**src/rtl/vga_timing_if.sv**
```systemverilog
// ============================================================================
// Module : vga_timing_if
// Brief  : Raster timing bundle between the timing generator and the video
//          pipeline stages that consume it.
// Rev    : 1.0  initial release
// ============================================================================
`default_nettype none

interface vga_timing_if #(
  parameter int CW  = 11,
  parameter int FCW = 16
);
  logic           ce;
  logic           mode_sel;
  logic [CW-1:0]  hcount;
  logic [CW-1:0]  vcount;
  logic           hblnk;
  logic           vblnk;
  logic           hsync;
  logic           vsync;
  logic           de;
  logic           line_start;
  logic           frame_start;
  logic           mode_act;
  logic [FCW-1:0] frame_cnt;

  modport master (
    input  ce, mode_sel,
    output hcount, vcount, hblnk, vblnk, hsync, vsync, de,
           line_start, frame_start, mode_act, frame_cnt
  );

  modport slave (
    output ce, mode_sel,
    input  hcount, vcount, hblnk, vblnk, hsync, vsync, de,
           line_start, frame_start, mode_act, frame_cnt
  );
endinterface

`default_nettype wire

```
**src/rtl/vga_timing_gen.sv**
```systemverilog
// ============================================================================
// Module : vga_timing_gen
// Brief  : Two-mode VGA raster timing generator with pixel enable, registered
//          blank/sync/de, line/frame strobes and a completed-frame counter.
// Rev    : 1.0  initial release
// ============================================================================
`default_nettype none

module vga_timing_gen #(
  parameter int CW       = 11,
  parameter int FCW      = 16,
  parameter int A_H_ACT  = 800,
  parameter int A_H_FP   = 40,
  parameter int A_H_SYNC = 128,
  parameter int A_H_BP   = 88,
  parameter int A_V_ACT  = 600,
  parameter int A_V_FP   = 1,
  parameter int A_V_SYNC = 4,
  parameter int A_V_BP   = 23,
  parameter int A_HS_POL = 1,
  parameter int A_VS_POL = 1,
  parameter int B_H_ACT  = 640,
  parameter int B_H_FP   = 16,
  parameter int B_H_SYNC = 96,
  parameter int B_H_BP   = 48,
  parameter int B_V_ACT  = 480,
  parameter int B_V_FP   = 10,
  parameter int B_V_SYNC = 2,
  parameter int B_V_BP   = 33,
  parameter int B_HS_POL = 0,
  parameter int B_VS_POL = 0
) (
  input  wire logic    pclk,
  input  wire logic    rst,
  vga_timing_if.master vga
);

  // Segment boundaries, pre-folded to counter width so every compare is a
  // plain unsigned CW-bit compare against the shown counter value.
  localparam logic [CW-1:0] c_a_h_tot_m1 = CW'(A_H_ACT + A_H_FP + A_H_SYNC + A_H_BP - 1);
  localparam logic [CW-1:0] c_a_v_tot_m1 = CW'(A_V_ACT + A_V_FP + A_V_SYNC + A_V_BP - 1);
  localparam logic [CW-1:0] c_a_h_act    = CW'(A_H_ACT);
  localparam logic [CW-1:0] c_a_v_act    = CW'(A_V_ACT);
  localparam logic [CW-1:0] c_a_hs_first = CW'(A_H_ACT + A_H_FP);
  localparam logic [CW-1:0] c_a_hs_last  = CW'(A_H_ACT + A_H_FP + A_H_SYNC - 1);
  localparam logic [CW-1:0] c_a_vs_first = CW'(A_V_ACT + A_V_FP);
  localparam logic [CW-1:0] c_a_vs_last  = CW'(A_V_ACT + A_V_FP + A_V_SYNC - 1);
  localparam logic          c_a_hs_pol   = (A_HS_POL != 0);
  localparam logic          c_a_vs_pol   = (A_VS_POL != 0);

  localparam logic [CW-1:0] c_b_h_tot_m1 = CW'(B_H_ACT + B_H_FP + B_H_SYNC + B_H_BP - 1);
  localparam logic [CW-1:0] c_b_v_tot_m1 = CW'(B_V_ACT + B_V_FP + B_V_SYNC + B_V_BP - 1);
  localparam logic [CW-1:0] c_b_h_act    = CW'(B_H_ACT);
  localparam logic [CW-1:0] c_b_v_act    = CW'(B_V_ACT);
  localparam logic [CW-1:0] c_b_hs_first = CW'(B_H_ACT + B_H_FP);
  localparam logic [CW-1:0] c_b_hs_last  = CW'(B_H_ACT + B_H_FP + B_H_SYNC - 1);
  localparam logic [CW-1:0] c_b_vs_first = CW'(B_V_ACT + B_V_FP);
  localparam logic [CW-1:0] c_b_vs_last  = CW'(B_V_ACT + B_V_FP + B_V_SYNC - 1);
  localparam logic          c_b_hs_pol   = (B_HS_POL != 0);
  localparam logic          c_b_vs_pol   = (B_VS_POL != 0);

  logic [CW-1:0]  hcount_q, hcount_d;
  logic [CW-1:0]  vcount_q, vcount_d;
  logic           mode_q, mode_d;
  logic [FCW-1:0] frame_cnt_q, frame_cnt_d;
  logic           hblnk_q, hblnk_d;
  logic           vblnk_q, vblnk_d;
  logic           hsync_q, hsync_d;
  logic           vsync_q, vsync_d;
  logic           de_q, de_d;
  logic           line_start_q, line_start_d;
  logic           frame_start_q, frame_start_d;

  logic [CW-1:0]  w_h_tot_m1;
  logic [CW-1:0]  w_v_tot_m1;
  logic           w_h_last;
  logic           w_v_last;

  logic [CW-1:0]  w_h_act;
  logic [CW-1:0]  w_v_act;
  logic [CW-1:0]  w_hs_first;
  logic [CW-1:0]  w_hs_last;
  logic [CW-1:0]  w_vs_first;
  logic [CW-1:0]  w_vs_last;
  logic           w_hs_pol;
  logic           w_vs_pol;
  logic           w_hs_on;
  logic           w_vs_on;

  // Raster advance: totals come from the mode currently in effect.
  always_comb begin
    w_h_tot_m1    = mode_q ? c_b_h_tot_m1 : c_a_h_tot_m1;
    w_v_tot_m1    = mode_q ? c_b_v_tot_m1 : c_a_v_tot_m1;
    w_h_last      = (hcount_q == w_h_tot_m1);
    w_v_last      = (vcount_q == w_v_tot_m1);

    hcount_d      = hcount_q;
    vcount_d      = vcount_q;
    mode_d        = mode_q;
    frame_cnt_d   = frame_cnt_q;
    line_start_d  = 1'b0;
    frame_start_d = 1'b0;

    if (vga.ce) begin
      if (w_h_last) begin
        hcount_d     = '0;
        line_start_d = 1'b1;
        if (w_v_last) begin
          vcount_d      = '0;
          frame_start_d = 1'b1;
          mode_d        = vga.mode_sel;
          frame_cnt_d   = frame_cnt_q + FCW'(1);
        end else begin
          vcount_d = vcount_q + CW'(1);
        end
      end else begin
        hcount_d = hcount_q + CW'(1);
      end
    end
  end

  // Decode from the next counter values and next mode so the registered
  // flags line up with the counters they are shown alongside, including
  // across a mode switch at the frame wrap.
  always_comb begin
    w_h_act    = mode_d ? c_b_h_act    : c_a_h_act;
    w_v_act    = mode_d ? c_b_v_act    : c_a_v_act;
    w_hs_first = mode_d ? c_b_hs_first : c_a_hs_first;
    w_hs_last  = mode_d ? c_b_hs_last  : c_a_hs_last;
    w_vs_first = mode_d ? c_b_vs_first : c_a_vs_first;
    w_vs_last  = mode_d ? c_b_vs_last  : c_a_vs_last;
    w_hs_pol   = mode_d ? c_b_hs_pol   : c_a_hs_pol;
    w_vs_pol   = mode_d ? c_b_vs_pol   : c_a_vs_pol;

    w_hs_on    = (hcount_d >= w_hs_first) && (hcount_d <= w_hs_last);
    w_vs_on    = (vcount_d >= w_vs_first) && (vcount_d <= w_vs_last);

    hblnk_d    = (hcount_d >= w_h_act);
    vblnk_d    = (vcount_d >= w_v_act);
    hsync_d    = w_hs_on ? w_hs_pol : ~w_hs_pol;
    vsync_d    = w_vs_on ? w_vs_pol : ~w_vs_pol;
    de_d       = ~hblnk_d & ~vblnk_d;
  end

  always_ff @(posedge pclk or negedge rst) begin
    if (!rst) begin
      hcount_q      <= '0;
      vcount_q      <= '0;
      mode_q        <= 1'b0;
      frame_cnt_q   <= '0;
      hblnk_q       <= 1'b0;
      vblnk_q       <= 1'b0;
      hsync_q       <= ~c_a_hs_pol;
      vsync_q       <= ~c_a_vs_pol;
      de_q          <= 1'b1;
      line_start_q  <= 1'b0;
      frame_start_q <= 1'b0;
    end else begin
      hcount_q      <= hcount_d;
      vcount_q      <= vcount_d;
      mode_q        <= mode_d;
      frame_cnt_q   <= frame_cnt_d;
      hblnk_q       <= hblnk_d;
      vblnk_q       <= vblnk_d;
      hsync_q       <= hsync_d;
      vsync_q       <= vsync_d;
      de_q          <= de_d;
      line_start_q  <= line_start_d;
      frame_start_q <= frame_start_d;
    end
  end

  assign vga.hcount      = hcount_q;
  assign vga.vcount      = vcount_q;
  assign vga.hblnk       = hblnk_q;
  assign vga.vblnk       = vblnk_q;
  assign vga.hsync       = hsync_q;
  assign vga.vsync       = vsync_q;
  assign vga.de          = de_q;
  assign vga.line_start  = line_start_q;
  assign vga.frame_start = frame_start_q;
  assign vga.mode_act    = mode_q;
  assign vga.frame_cnt   = frame_cnt_q;

endmodule

`default_nettype wire

```
**src/flat_wrapper.sv**
```systemverilog
// flat-port wrapper written by rule: the top's interface ports become plain ports
module vga_timing_gen_flat 
#(
  parameter int CW       = 11,
  parameter int FCW      = 16,
  parameter int A_H_ACT  = 800,
  parameter int A_H_FP   = 40,
  parameter int A_H_SYNC = 128,
  parameter int A_H_BP   = 88,
  parameter int A_V_ACT  = 600,
  parameter int A_V_FP   = 1,
  parameter int A_V_SYNC = 4,
  parameter int A_V_BP   = 23,
  parameter int A_HS_POL = 1,
  parameter int A_VS_POL = 1,
  parameter int B_H_ACT  = 640,
  parameter int B_H_FP   = 16,
  parameter int B_H_SYNC = 96,
  parameter int B_H_BP   = 48,
  parameter int B_V_ACT  = 480,
  parameter int B_V_FP   = 10,
  parameter int B_V_SYNC = 2,
  parameter int B_V_BP   = 33,
  parameter int B_HS_POL = 0,
  parameter int B_VS_POL = 0
)
  (pclk, rst, vga_ce, vga_mode_sel, vga_hcount, vga_vcount, vga_hblnk, vga_vblnk, vga_hsync, vga_vsync, vga_de, vga_line_start, vga_frame_start, vga_mode_act, vga_frame_cnt);
  vga_timing_if #(.CW(CW), .FCW(FCW)) vga_i ();
  input  wire logic pclk;
  input  wire logic rst;
  input wire logic [$bits(vga_i.ce)-1:0] vga_ce;
  input wire logic [$bits(vga_i.mode_sel)-1:0] vga_mode_sel;
  output wire logic [$bits(vga_i.hcount)-1:0] vga_hcount;
  output wire logic [$bits(vga_i.vcount)-1:0] vga_vcount;
  output wire logic [$bits(vga_i.hblnk)-1:0] vga_hblnk;
  output wire logic [$bits(vga_i.vblnk)-1:0] vga_vblnk;
  output wire logic [$bits(vga_i.hsync)-1:0] vga_hsync;
  output wire logic [$bits(vga_i.vsync)-1:0] vga_vsync;
  output wire logic [$bits(vga_i.de)-1:0] vga_de;
  output wire logic [$bits(vga_i.line_start)-1:0] vga_line_start;
  output wire logic [$bits(vga_i.frame_start)-1:0] vga_frame_start;
  output wire logic [$bits(vga_i.mode_act)-1:0] vga_mode_act;
  output wire logic [$bits(vga_i.frame_cnt)-1:0] vga_frame_cnt;
  assign vga_i.ce = vga_ce;
  assign vga_i.mode_sel = vga_mode_sel;
  assign vga_hcount = vga_i.hcount;
  assign vga_vcount = vga_i.vcount;
  assign vga_hblnk = vga_i.hblnk;
  assign vga_vblnk = vga_i.vblnk;
  assign vga_hsync = vga_i.hsync;
  assign vga_vsync = vga_i.vsync;
  assign vga_de = vga_i.de;
  assign vga_line_start = vga_i.line_start;
  assign vga_frame_start = vga_i.frame_start;
  assign vga_mode_act = vga_i.mode_act;
  assign vga_frame_cnt = vga_i.frame_cnt;
  vga_timing_gen #(.CW(CW), .FCW(FCW), .A_H_ACT(A_H_ACT), .A_H_FP(A_H_FP), .A_H_SYNC(A_H_SYNC), .A_H_BP(A_H_BP), .A_V_ACT(A_V_ACT), .A_V_FP(A_V_FP), .A_V_SYNC(A_V_SYNC), .A_V_BP(A_V_BP), .A_HS_POL(A_HS_POL), .A_VS_POL(A_VS_POL), .B_H_ACT(B_H_ACT), .B_H_FP(B_H_FP), .B_H_SYNC(B_H_SYNC), .B_H_BP(B_H_BP), .B_V_ACT(B_V_ACT), .B_V_FP(B_V_FP), .B_V_SYNC(B_V_SYNC), .B_V_BP(B_V_BP), .B_HS_POL(B_HS_POL), .B_VS_POL(B_VS_POL)) u_core (.pclk(pclk), .rst(rst), .vga(vga_i));
endmodule
```
**config.mk**
```make
export PLATFORM = sky130hd
export DESIGN_NAME = vga_timing_gen_flat
export DESIGN_NICKNAME = d
export VERILOG_FILES = /design/src/rtl/vga_timing_if.sv /design/src/rtl/vga_timing_gen.sv /design/src/flat_wrapper.sv
export SDC_FILE = /design/constraint.sdc
export NUM_CORES = 1
export LEC_CHECK = 0
export ABC_CLOCK_PERIOD_IN_PS = 6200
export CAP_MARGIN = 0
export CORE_ASPECT_RATIO = 1.1
export CORE_MARGIN = 2
export CORE_UTILIZATION = 55
export CTS_BUF_LIST = sky130_fd_sc_hd__clkbuf_4
export DETAILED_ROUTE_END_ITERATION = 8
export GPL_ROUTABILITY_DRIVEN = 0
export PLACE_DENSITY = 0.82
export SYNTH_ARGS = -nofsm -noshare
export SYNTH_HDL_FRONTEND = slang
export SYNTH_SLANG_ARGS = --single-unit
```
**constraint.sdc**
```tcl
create_clock -name pclk -period 6.2 [get_ports pclk]
set_clock_uncertainty 0.15 [all_clocks]
set_input_delay 1.24 -clock pclk [delete_from_list [all_inputs] [get_ports pclk]]
set_output_delay 1.24 -clock pclk [all_outputs]
set_load 0.01 [all_outputs]
```
# Word-level counts from Yosys, hierarchy flattened

Cells that the tools add are included.

Register bits: 46
Bits of input ports: 4
Logic and storage cells: 52

Reductions and logical operators: 3
Magnitude comparators: 6
Mux-type cells: 24
Add/sub/neg operators: 3
Equality and inequality tests: 2
Bitwise logic cells: 3

Operator list:

| operator                | number |
|---|---|
| $mux W11                | 6 |
| $ge A11 B11 Y1          | 4 |
| $mux W10                | 3 |
| $mux W9                 | 3 |
| $add A11 B1 Y11 const B | 2 |
| $eq A11 B11 Y1          | 2 |
| $le A11 B11 Y1          | 2 |
| $add A16 B1 Y16 const B | 1 |
| $mux W1                 | 11 |
| $mux W7                 | 1 |
| $reduce_and A3 Y1       | 1 |
| $logic_and A1 B1 Y1     | 2 |
| $not A1 Y1              | 2 |
| $and A1 B1 Y1           | 1 |

# Longest topological paths before layout

Gate-level depths: netlist of the first run.

Depth after elaboration: 9
Depth in mapped cells: 18
Depth with buffers taken out: 16

# Least setup slack after synthesis of the first run

OpenSTA, ideal clock, no wires.

Path type: in2reg
From: input vga_ce
To: register u_core.hsync_q, in the netlist u_core.vga.hsync
Buffers on the path: 2
Stages: 15
Path slack: 1,484 ps
Arrival: 4,486 ps
Path through: and4_1 -> clkbuf_1 -> o211ai_1 -> inv_1 -> o21ai_4 -> inv_2 -> buf_4 -> mux2i_1 -> inv_1 -> ha_1 -> nand3b_1 -> or4b_1 -> or4_1 -> a32oi_1 -> xnor2_1

Longest elaborated chain between the ends: 5
Elaborated cells between the ends (all ways): 9
Classes of those cells: order compare: 2; mux: 6; reduce/logical: 1

Ends and longest elaborated chain:

| element                                                 | RTL line                                     | text |
|---|---|---|
| start, declared                                         | flat_wrapper.sv:31                           | `input wire logic [$bits(vga_i.ce)-1:0] vga_ce;` |
| $mux W1 (*)                                             | vga_timing_gen.sv:104                        | `if (vga.ce) begin` |
| net u_core.mode_d                                       | vga_timing_gen.sv:64                         | `logic mode_q, mode_d;` |
| $mux W9 (on tied branches)                              | vga_timing_gen.sv:128, vga_timing_gen.sv:129 |  |
| $ge A11 B11 Y1 / $le A11 B11 Y1 (equally long branches) | vga_timing_gen.sv:135                        | `w_hs_on = (hcount_d >= w_hs_first) && (hcount_d <= w_hs_last);` |
| $logic_and A1 B1 Y1                                     | vga_timing_gen.sv:135                        |  |
| $mux W1 (*)                                             | vga_timing_gen.sv:140                        | `hsync_d = w_hs_on ? w_hs_pol : ~w_hs_pol;` |
| net u_core.hsync_d                                      | vga_timing_gen.sv:68                         | `logic hsync_q, hsync_d;` |
| end signal, assigned                                    | vga_timing_gen.sv:153                        | `hsync_q <= ~c_a_hs_pol;` |
| end signal, assigned                                    | vga_timing_gen.sv:165                        | `hsync_q <= hsync_d;` |
| end, declared                                           | vga_timing_gen.sv:68                         |  |

The timed path passes the listed nets; every way through them passes the cells marked *.
A chain may end at the register's enable or synchronous reset.

# Worst setup path in the final report of the first run

Same ends and word-level chain as after synthesis.

==> flow_summary.yaml, run 1 <==
run_status:
  outcome: "complete, no violations"
timing:
  hold_violations: 0
  fin_tns_setup_ps: 0
  finalSetupViolations: 0
  relSlewSlack_pct: 33.9
  finalMaxSlewViolations: 0
  final.setup.worst_slack_ps: 1140
  max_freq_mhz: 198
  rsz0062_at_grt: "no"
  min_period_over_period_pct: 81.6
  worst-slew-pin-transition_ps: 991
  min_period_ps: 5060
detailed_routing:
  wl_per_cell_um: 16.3
  dr.pass1.iters: 4
  wl_um: 7220
  drt_iter0_drc: 213
  route.detailed.drc: 0
  ant_nets: 0
  highest_layer: "met4"
  via_per_inst: 5.97
  wl_met3_um: 487
  dr_wl_met2_um: 3450
  wl_met1_um: 3220
  vias: 2644
clocking:
  clock_path_buffers: 2
  clk_pin_slew_ps: 140
  cts_buffers: 5
  cts_resized: 0
  post_cts_buffers: 0
  tritoncts: "done"
  clk_latency_ps: 360
  cts.sinks: 46
  cts_root_buffer: "clkbuf_4"
  htree_levels: 2
  cts_hold_buf: 0
worst_setup_path:
  critical_path_arrival_ps: 5200
  path_cells: "clkdlybuf4s50_1, and4_1, o211ai_1, inv_1, o21ai_4, inv_2, mux2i_1, buf_4, inv_1, ha_1, nand3b_1, or4b_1, or4_1, a32oi_1, xnor2_1"
  cp_slowest_cell: "clkdlybuf4s50_1"
  required_ps: 6340
  crit_buf_inv: 5
  critical_path.max_fanout: 12
  critical_path_class: "input port to flop"
  end_kind: "flop"
  path_delay_family: "simple AND/OR/NAND/NOR gates"
  cp-start-kind: "input port"
  crit_top_cell: "inv_1"
  slowest_delay_ps: 700
power_and_ir_drop:
  total_power_w: 0.000712
  power.density_nw_per_um2: 196
  switching_share_pct: 32.3
  p_clk_share_pct: 25.7
  switching_power_w: 0.000230
  p_int_w: 0.000482
  comb_power_share_pct: 23.9
  ir_worst_vdd_uv: 180
  seq_power_share_pct: 50.4
  leakagePower_nw: 1.58
final_layout:
  area_delta_synth_final_pct: 21.9
  nNetsFinal: 388
  fin_cells: 443
  n_antenna_cell: 0
  nFillCells: 431
  fin_util_pct: 68.4
  largest_reg_flops: 16
  drive_gt1_share_pct: 8.15
yosys:
  ys_ff_latch: 46
  yosysTopAreaCell: "dfrtp_1"
  ys.flop_type: "dfrtp_1"
  ys_seq_area_share_pct: 38.6
  async_reset_ff_share_pct: 100
  syn_inst: 316
  ys_warn_count: 0
  netlist-cell-type-count: 61
  synth-edff-count: 0
  synth_top_area_share_pct: 37.7
  synth_nets: 337
  avgSynthCellArea_um2: 9.45
  syn_area_um2: 2990
  synth_area_leaders: "dfrtp_1 (38%), ha_1 (7.1%), xnor2_1 (5.6%)"
placed_design:
  io_buffers: 49
  pre_cts_slack_ps: 814
  dp.cells: 435
  place_hpwl_um: 5520
grt:
  grt_max_degree: 47
  overflow: 0
  first_global_vias: 2330
  antenna_found_initial: 0
  grt_pass1_wl_um: 11500
  grt_usage_pct: 24.6
min_path:
  hp-class: "flop to flop"
run:
  cap_violations: 0
die:
  fp.dieH_um: 81.3
  rows: 28
  die_w_um: 74.3
  die_area_um2: 6040
  initial_utilization_pct: 56.1
  coreArea_um2: 5330
  io_pins: 50
[worst register-to-register path, cell delays in order, from the launching register on]
cell and delay [ps]:
dfrtp_1 510, or4_4 590, nor4_4 500, o21ai_4 170, inv_2 220, mux2i_1 230
buf_4 170, inv_1 60, ha_1 300, nand3b_1 120, or4b_1 540, or4_1 510
a32oi_1 190, xnor2_1 150
[routing by layer]
layer | global-route usage [%] | vias to the layer above
li1 | - | 1274
met1 | 34.6 | 1262
met2 | 39.3 | 102
met3 | 4.84 | 6
met4 | 5.54 | 0
met5 | 0 | -
[cells in the mapped netlist (3+ instances only)]
cell,count
dfrtp_1,45
nand2_1,36
xnor2_1,19
ha_1,17
inv_1,16
nor2_1,16
nand3_1,15
o21ai_0,11
a21oi_1,10
nand4_1,9
and3_1,7
o2111ai_1,7
o211ai_1,7
clkbuf_1,6
xor2_1,6
and2_1,5
a211oi_1,4
a21o_1,4
buf_2,4
mux2i_1,4
nand2b_1,4
nand4b_1,4
nor4_1,4
or3_1,4
and4b_1,3
or4b_1,3
[cell families after synthesis]
kind of cell,after synthesis,synth area share [%]
fa+ha+maj,17,7.12
simple gates,133,26.4
flops,46,38.6
xor+xnor,25,7.33
mux,5,1.72
compound gates,61,14.6
buf+inv,29,4.19
[cell type report]
class	instances	area [um2]	area share (%)
inverters	17	63.8	1.75
repair buffers	56	538	14.8
clock inverters	3	45.0	1.24
flip-flops and latches	46	1150	31.7
well taps	75	93.8	2.58
clock buffers	5	37.5	1.03
multi-input cells	241	1710	47.0
[worst paths after layout]
path	start	endpoint	slack, ps	cells past startpoint
max reg2reg	u_core.vga.vcount[0]	u_core.vga.hsync	1730	13
max	vga_ce	u_core.vga.hsync	1140	15
min in group asynchronous	rst	u_core.vga.hcount[8]	870	1
min reg2reg	u_core.vga.frame_cnt[15]	u_core.vga.frame_cnt[15]	330	1
max in group asynchronous	rst	u_core.vga.hcount[1]	4410	1
min	u_core.vga.frame_cnt[15]	u_core.vga.frame_cnt[15]	330	1
[through the flow]
stage / hold slack (ps) / cell area, um2
3_3_place_gp: 313 / 3560
5_1_grt: 345 / 3640
4_1_cts: 339 / 3640
2_1_floorplan: 358 / 2990
6_report: 330 / 3640
3_5_place_dp: 320 / 3560
[cell usage in the layout (no fill, tap or decap), types with 3 or more instances in the layout]
master	netlist	routed
or4b_1	3	3
nand4_1	9	9
mux2i_1	4	4
a21o_1	4	4
clkbuf_4	0	5
or3_1	4	4
and3_1	7	7
clkdlybuf4s50_1	0	48
nor4_1	4	4
xnor2_1	19	19
nand2_1	36	36
a21oi_1	10	10
ha_1	17	17
nand3_1	15	15
nand2b_1	4	4
xor2_1	6	6
nand4b_1	4	4
a211oi_1	4	4
o211ai_1	7	7
inv_1	16	16
and2_1	5	5
buf_4	1	7
and4b_1	3	3
dfrtp_1	45	45
o2111ai_1	7	7
nor2_1	16	16
o21ai_0	11	11
[power groups by stage]
stage / combinational (W) / clock [W] / sequential, W
finish: 0.000170 / 0.000183 / 0.000358
global route: 0.000186 / 0.000201 / 0.000363
CTS: 0.000169 / 0.000187 / 0.000358
detailed placement: 0.000169 / 0 / 0.000364
global placement: 0.000166 / 0 / 0.000363
floorplan: 0.000107 / 0 / 0.000351
Note: power is estimated with default switching activity, not from simulation.
==> run 2: changes to the inputs <==
--- a/config.mk
+++ b/config.mk
@@ -5,15 +5,15 @@
 export SDC_FILE = /design/constraint.sdc
 export NUM_CORES = 1
 export LEC_CHECK = 0
-export ABC_CLOCK_PERIOD_IN_PS = 6200
+export ABC_CLOCK_PERIOD_IN_PS = 4550
 export CAP_MARGIN = 0
 export CORE_ASPECT_RATIO = 1.1
 export CORE_MARGIN = 2
-export CORE_UTILIZATION = 55
+export CORE_UTILIZATION = 50
 export CTS_BUF_LIST = sky130_fd_sc_hd__clkbuf_4
 export DETAILED_ROUTE_END_ITERATION = 8
 export GPL_ROUTABILITY_DRIVEN = 0
-export PLACE_DENSITY = 0.82
+export PLACE_DENSITY = 0.79
 export SYNTH_ARGS = -nofsm -noshare
 export SYNTH_HDL_FRONTEND = slang
 export SYNTH_SLANG_ARGS = --single-unit
==> constraint.sdc (replaced) <==
create_clock -name pclk -period 4.55 [get_ports pclk]
set_clock_uncertainty 0.15 [all_clocks]
set_input_delay 0.91 -clock pclk [delete_from_list [all_inputs] [get_ports pclk]]
set_output_delay 0.91 -clock pclk [all_outputs]
set_load 0.01 [all_outputs]
==> run 2 against run 1 <==
- register-to-register slack got worse by 1200 ps
- largest power group unchanged
- core utilization down 4.9 points
- highest routed layer unchanged
- combinational power increased by 35%
- routed wire length up 2.6%
- sequential power rose by 38%
- hold slack improved by 20 ps
- clock-buffer cell count is the same
==> flow_summary.yaml, run 2 (synthesized netlist as in run 1, its figures left out) <==
clocking:
  tritoncts: "done"
  cts_buffers: 5
  cts.sinks: 46
  post_cts_buffers: 0
  cts_hold_buf: 0
  cts_resized: 0
  clock_path_buffers: 2
  clk_pin_slew_ps: 150
  clk_latency_ps: 370
  cts_root_buffer: "clkbuf_4"
  htree_levels: 2
timing:
  finalSetupViolations: 0
  finalHoldWorstSlack_ps: 350
  rsz0062_at_grt: "no"
  min_period_ps: 4010
  finalMaxSlewViolations: 0
  fin_tns_setup_ps: 0
  relSlewSlack_pct: 32.3
  min_period_over_period_pct: 88.2
  worst-slew-pin-transition_ps: 1020
  hold_violations: 0
  max_freq_mhz: 249
grt:
  antenna_found_initial: 0
  first_global_vias: 2576
  overflow: 0
  grt_pass1_wl_um: 12500
  grt_max_degree: 47
  grt_usage_pct: 23.8
worst_setup_path:
  critical_path_arrival_ps: 4130
  cp_slowest_cell: "or4b_2"
  critical_path.max_fanout: 11
  cp-startpoint: "u_core.vga.vcount[0]"
  r2r-start: "u_core.vga.vcount[0]"
  rr_endpoint: "u_core.vga.vsync"
  end_kind: "flop"
  reg2reg_setup_slack_ps: 540
  cp-start-kind: "flop"
  critical_path_class: "flop to flop"
  r2r_cells: 13
  required_ps: 4670
  path_cells: "or4_4, nor4_4, o21ai_4, inv_2, buf_4, mux2i_1, buf_4, ha_1, nor2b_1, or4b_2, o211ai_1, o211ai_1, xnor2_1"
  slowest_delay_ps: 600
final_layout:
  drive_gt1_share_pct: 9.63
  final_common_cell: "clkdlybuf4s50_1"
  layout_common_cells: "clkdlybuf4s50_1 (48), dfrtp_1 (45), nand2_1 (36)"
  nFillCells: 463
  area_delta_synth_final_pct: 22.7
  nNetsFinal: 394
  largest_reg_flops: 16
  n_antenna_cell: 0
power_and_ir_drop:
  switching_power_w: 0.000325
  seq_power_share_pct: 53.4
  ir_worst_vdd_uv: 308
  leakagePower_nw: 1.60
  p_clk_share_pct: 22.0
  power.density_nw_per_um2: 253
  p_int_w: 0.000603
  switching_share_pct: 35.0
  comb_power_share_pct: 24.7
run:
  cap_violations: 0
placed_design:
  io_buffers: 49
  place_hpwl_um: 5690
detailed_routing:
  ant_nets: 0
  wl_per_cell_um: 16.4
  route.detailed.drc: 0
  drt_iter0_drc: 170
  wl_um: 7410
  vias: 2643
  dr.pass1.iters: 5
  via_per_inst: 5.86
die:
  coreArea_um2: 5770
  initial_utilization_pct: 51.8
  die_area_um2: 6610
  rows: 29
  die_w_um: 77.7
  fp.dieH_um: 85.1
  io_pins: 50
min_path:
  hold_depth: 1
  min-delay-start: "u_core.vga.frame_cnt[12]"
  min_to: "u_core.vga.frame_cnt[12]"
  hp-class: "flop to flop"
run_status:
  outcome: "complete, no violations"
run 2: worst max-delay path by stage:
stage,endpoint,depth (start not counted),slack (ps)
floorplan,u_core.vga.hsync,15,160
global placement,u_core.vga.hsync,14,280
detailed placement,u_core.vga.vsync,15,170
CTS,u_core.vga.vsync,13,540
global route,u_core.vga.vsync,15,300
finish,u_core.vga.vsync,13,540
run 2: cell type report:
| type | count | area, um2 | share of cell area (%) |
|---|---|---|---|
| well taps | 77 | 96.3 | 2.63 |
| multi-input cells | 241 | 1710 | 46.7 |
| clock inverters | 3 | 21.3 | 0.581 |
| repair buffers | 62 | 583 | 15.9 |
| inverters | 17 | 63.8 | 1.74 |
| flip-flops and latches | 46 | 1150 | 31.5 |
| clock buffers | 5 | 37.5 | 1.02 |
run 2: layer usage:
layer	routed length (um)	global-route usage, %
met4	124	7.63
met1	3060	28.9
met3	301	4.04
met5	0	0
met2	3930	42.8
run 2: worst max-delay path: cells and delay by family, from the launching register on:
family,cells,cell delay (ps)
AOI/OAI and AO/OA,3,410
xor gates and xnor gates,1,150
adders and majority gates,1,250
buffers and inverters,3,450
DFF,1,480
muxes,1,250
and+or+nand+nor,4,1760
run 2: per-stage QoR:
step                worst slack, ps  total power [W]  instances  instance area [um2]  utilization [%]
floorplan                       164         0.000624        316                 2990                -
global placement                276         0.000720        443                 3600             62.5
detailed placement              172         0.000725        443                 3600             62.5
CTS                             537         0.000931        451                 3660             63.5
global route                    303         0.000980        451                 3660             63.5
finish                          537         0.000928        451                 3660             63.5
run 2: power by group through the flow:
| stage | registers [W] | logic [W] | clock network (W) |
|---|---|---|---|
| after detailed placement | 0.000500 | 0.000225 | 0 |
| after CTS | 0.000493 | 0.000228 | 0.000210 |
| after global routing | 0.000501 | 0.000253 | 0.000227 |
| after floorplan | 0.000478 | 0.000146 | 0 |
| after global placement | 0.000498 | 0.000222 | 0 |
| final | 0.000495 | 0.000229 | 0.000204 |
==> run 3: changes to the inputs <==
--- a/config.mk
+++ b/config.mk
@@ -14,6 +14,8 @@
 export DETAILED_ROUTE_END_ITERATION = 8
 export GPL_ROUTABILITY_DRIVEN = 0
 export PLACE_DENSITY = 0.79
+export REMOVE_ABC_BUFFERS = 1
 export SYNTH_ARGS = -nofsm -noshare
 export SYNTH_HDL_FRONTEND = slang
 export SYNTH_SLANG_ARGS = --single-unit
+export TNS_END_PERCENT = 5
==> run 3 against run 2 <==
- clock-buffer cell count stayed put
- final cell count unchanged
- via count rose by 1.7%
- non-clock buffer count unchanged
- hold slack gained 6.5 ps
- setup slack worse by 58 ps
- sequential power hardly changed
- sequential share of layout area decreased by 0.19 points
- combinational power is 3% higher
==> flow_summary.yaml, run 3 (synthesized netlist as in run 1, its figures left out) <==
worst_setup_path:
  critical_path_arrival_ps: 4220
  required_ps: 4700
  critical_path.max_fanout: 7
  cp-start-kind: "input port"
  critical_path_class: "input port to flop"
  end_kind: "flop"
die:
  fp.dieH_um: 85.1
  die_area_um2: 6610
  rows: 29
  initial_utilization_pct: 51.8
  io_pins: 50
  coreArea_um2: 5770
  die_w_um: 77.7
grt:
  overflow: 0
  antenna_found_initial: 0
  first_global_vias: 2702
  grt_max_degree: 47
  grt_usage_pct: 24.0
  grt_pass1_wl_um: 12700
timing:
  rsz0062_at_grt: "no"
  finalMaxSlewViolations: 0
  final.setup.worst_slack_ps: 479
  hold_violations: 0
  finalSetupViolations: 0
  worst-slew-pin-transition_ps: 991
  min_period_ps: 4070
  max_freq_mhz: 246
  relSlewSlack_pct: 33.9
  finalHoldWorstSlack_ps: 357
  min_period_over_period_pct: 89.5
clocking:
  cts.sinks: 46
  clock_path_buffers: 2
  post_cts_buffers: 0
  cts_root_buffer: "clkbuf_4"
  htree_levels: 2
  cts_buffers: 5
  cts_resized: 0
  clk_latency_ps: 360
  cts_hold_buf: 0
  clk_pin_slew_ps: 140
  tritoncts: "done"
detailed_routing:
  drt_iter0_drc: 228
  wl_per_cell_um: 16.6
  via_per_inst: 5.96
  ant_nets: 0
  route.detailed.drc: 0
  vias: 2688
  dr.pass1.iters: 4
  wl_um: 7470
final_layout:
  fin_util_pct: 63.9
  largest_reg_flops: 16
  nFillCells: 481
  n_antenna_cell: 0
  multi_input_area_um2: 1710
  nNetsFinal: 394
  final_common_cell: "clkdlybuf4s50_1"
  final-seq-area_um2: 1150
  area_delta_synth_final_pct: 23.4
  layout_common_cells: "clkdlybuf4s50_1 (48), dfrtp_1 (45), nand2_1 (36)"
  stdcell_area_um2: 3690
  drive_gt1_share_pct: 9.63
power_and_ir_drop:
  leakagePower_nw: 1.62
  total_power_w: 0.000984
  power.density_nw_per_um2: 267
  ir_worst_vdd_uv: 235
placed_design:
  pre_cts_slack_ps: 136
  placed_area_um2: 3600
  io_buffers: 49
  place_hpwl_um: 5570
min_path:
  hp-class: "flop to flop"
run:
  cap_violations: 0
run_status:
  outcome: "complete, no violations"
run 3: cell types whose count changed in the layout (fill, tap and decap cells not counted), sizes merged:
cell,delta
inv,+1
clkinv,-1
clkinvlp,-1
bufinv,+1
run 3: metrics by stage:
step | setup TNS [ps] | std cells
4_1_cts | 0 | 451
6_report | 0 | 451
2_1_floorplan | -54.3 | 304
3_3_place_gp | 0 | 443
3_5_place_dp | 0 | 443
5_1_grt | 0 | 451
run 3: worst paths after layout:
| check | depth (start not counted) | slack, ps | to | start |
|---|---|---|---|---|
| max | 14 | 480 | u_core.vga.hsync | vga_ce |
| min | 1 | 360 | u_core.vga.frame_cnt[12] | u_core.vga.frame_cnt[12] |
| max reg2reg | 12 | 490 | u_core.vga.hsync | u_core.vga.vcount[7] |
| min reg2reg | 1 | 360 | u_core.vga.frame_cnt[12] | u_core.vga.frame_cnt[12] |
| max in group asynchronous | 1 | 3110 | u_core.vga.frame_cnt[11] | rst |
| min in group asynchronous | 1 | 540 | u_core.vga.vcount[9] | rst |
run 3: routing by layer:
metal	routed length, um	share of wire (%)	global-route usage [%]	vias to the layer above
li1	-	-	-	1287
met3	344	4.6	3.62	23
met2	3740	50	40.8	85
met5	0	0	0	-
met1	3200	43	30.6	1293
met4	197	2.6	9.90	0
run 3: cell type report:
class | count | share of cell area, %
Tap cell | 77 | 2.61
Inverter | 17 | 1.73
Clock buffer | 5 | 1.02
Multi-Input combinational cell | 241 | 46.4
Sequential cell | 46 | 31.3
Timing Repair Buffer | 62 | 15.8
Clock inverter | 3 | 1.19
run 3: worst max-delay path, cell delays in order:
cell             delay, ps
clkdlybuf4s50_1        470
and4_1                 220
o211ai_1               130
inv_1                  140
o21ai_4                 70
inv_2                  130
mux2i_1                240
inv_1                   80
ha_1                   300
nand3b_1               100
or4b_1                 560
or4_1                  510
a32oi_1                210
xnor2_1                150
run 3: report_power, final:
group / internal [W] / total, W / switching, W
Clock: 0.000117 / 0.000256 / 0.000139
Sequential: 0.000433 / 0.000493 / 0.0000604
Combinational: 0.000110 / 0.000235 / 0.000125
Total: 0.000660 / 0.000984 / 0.000324
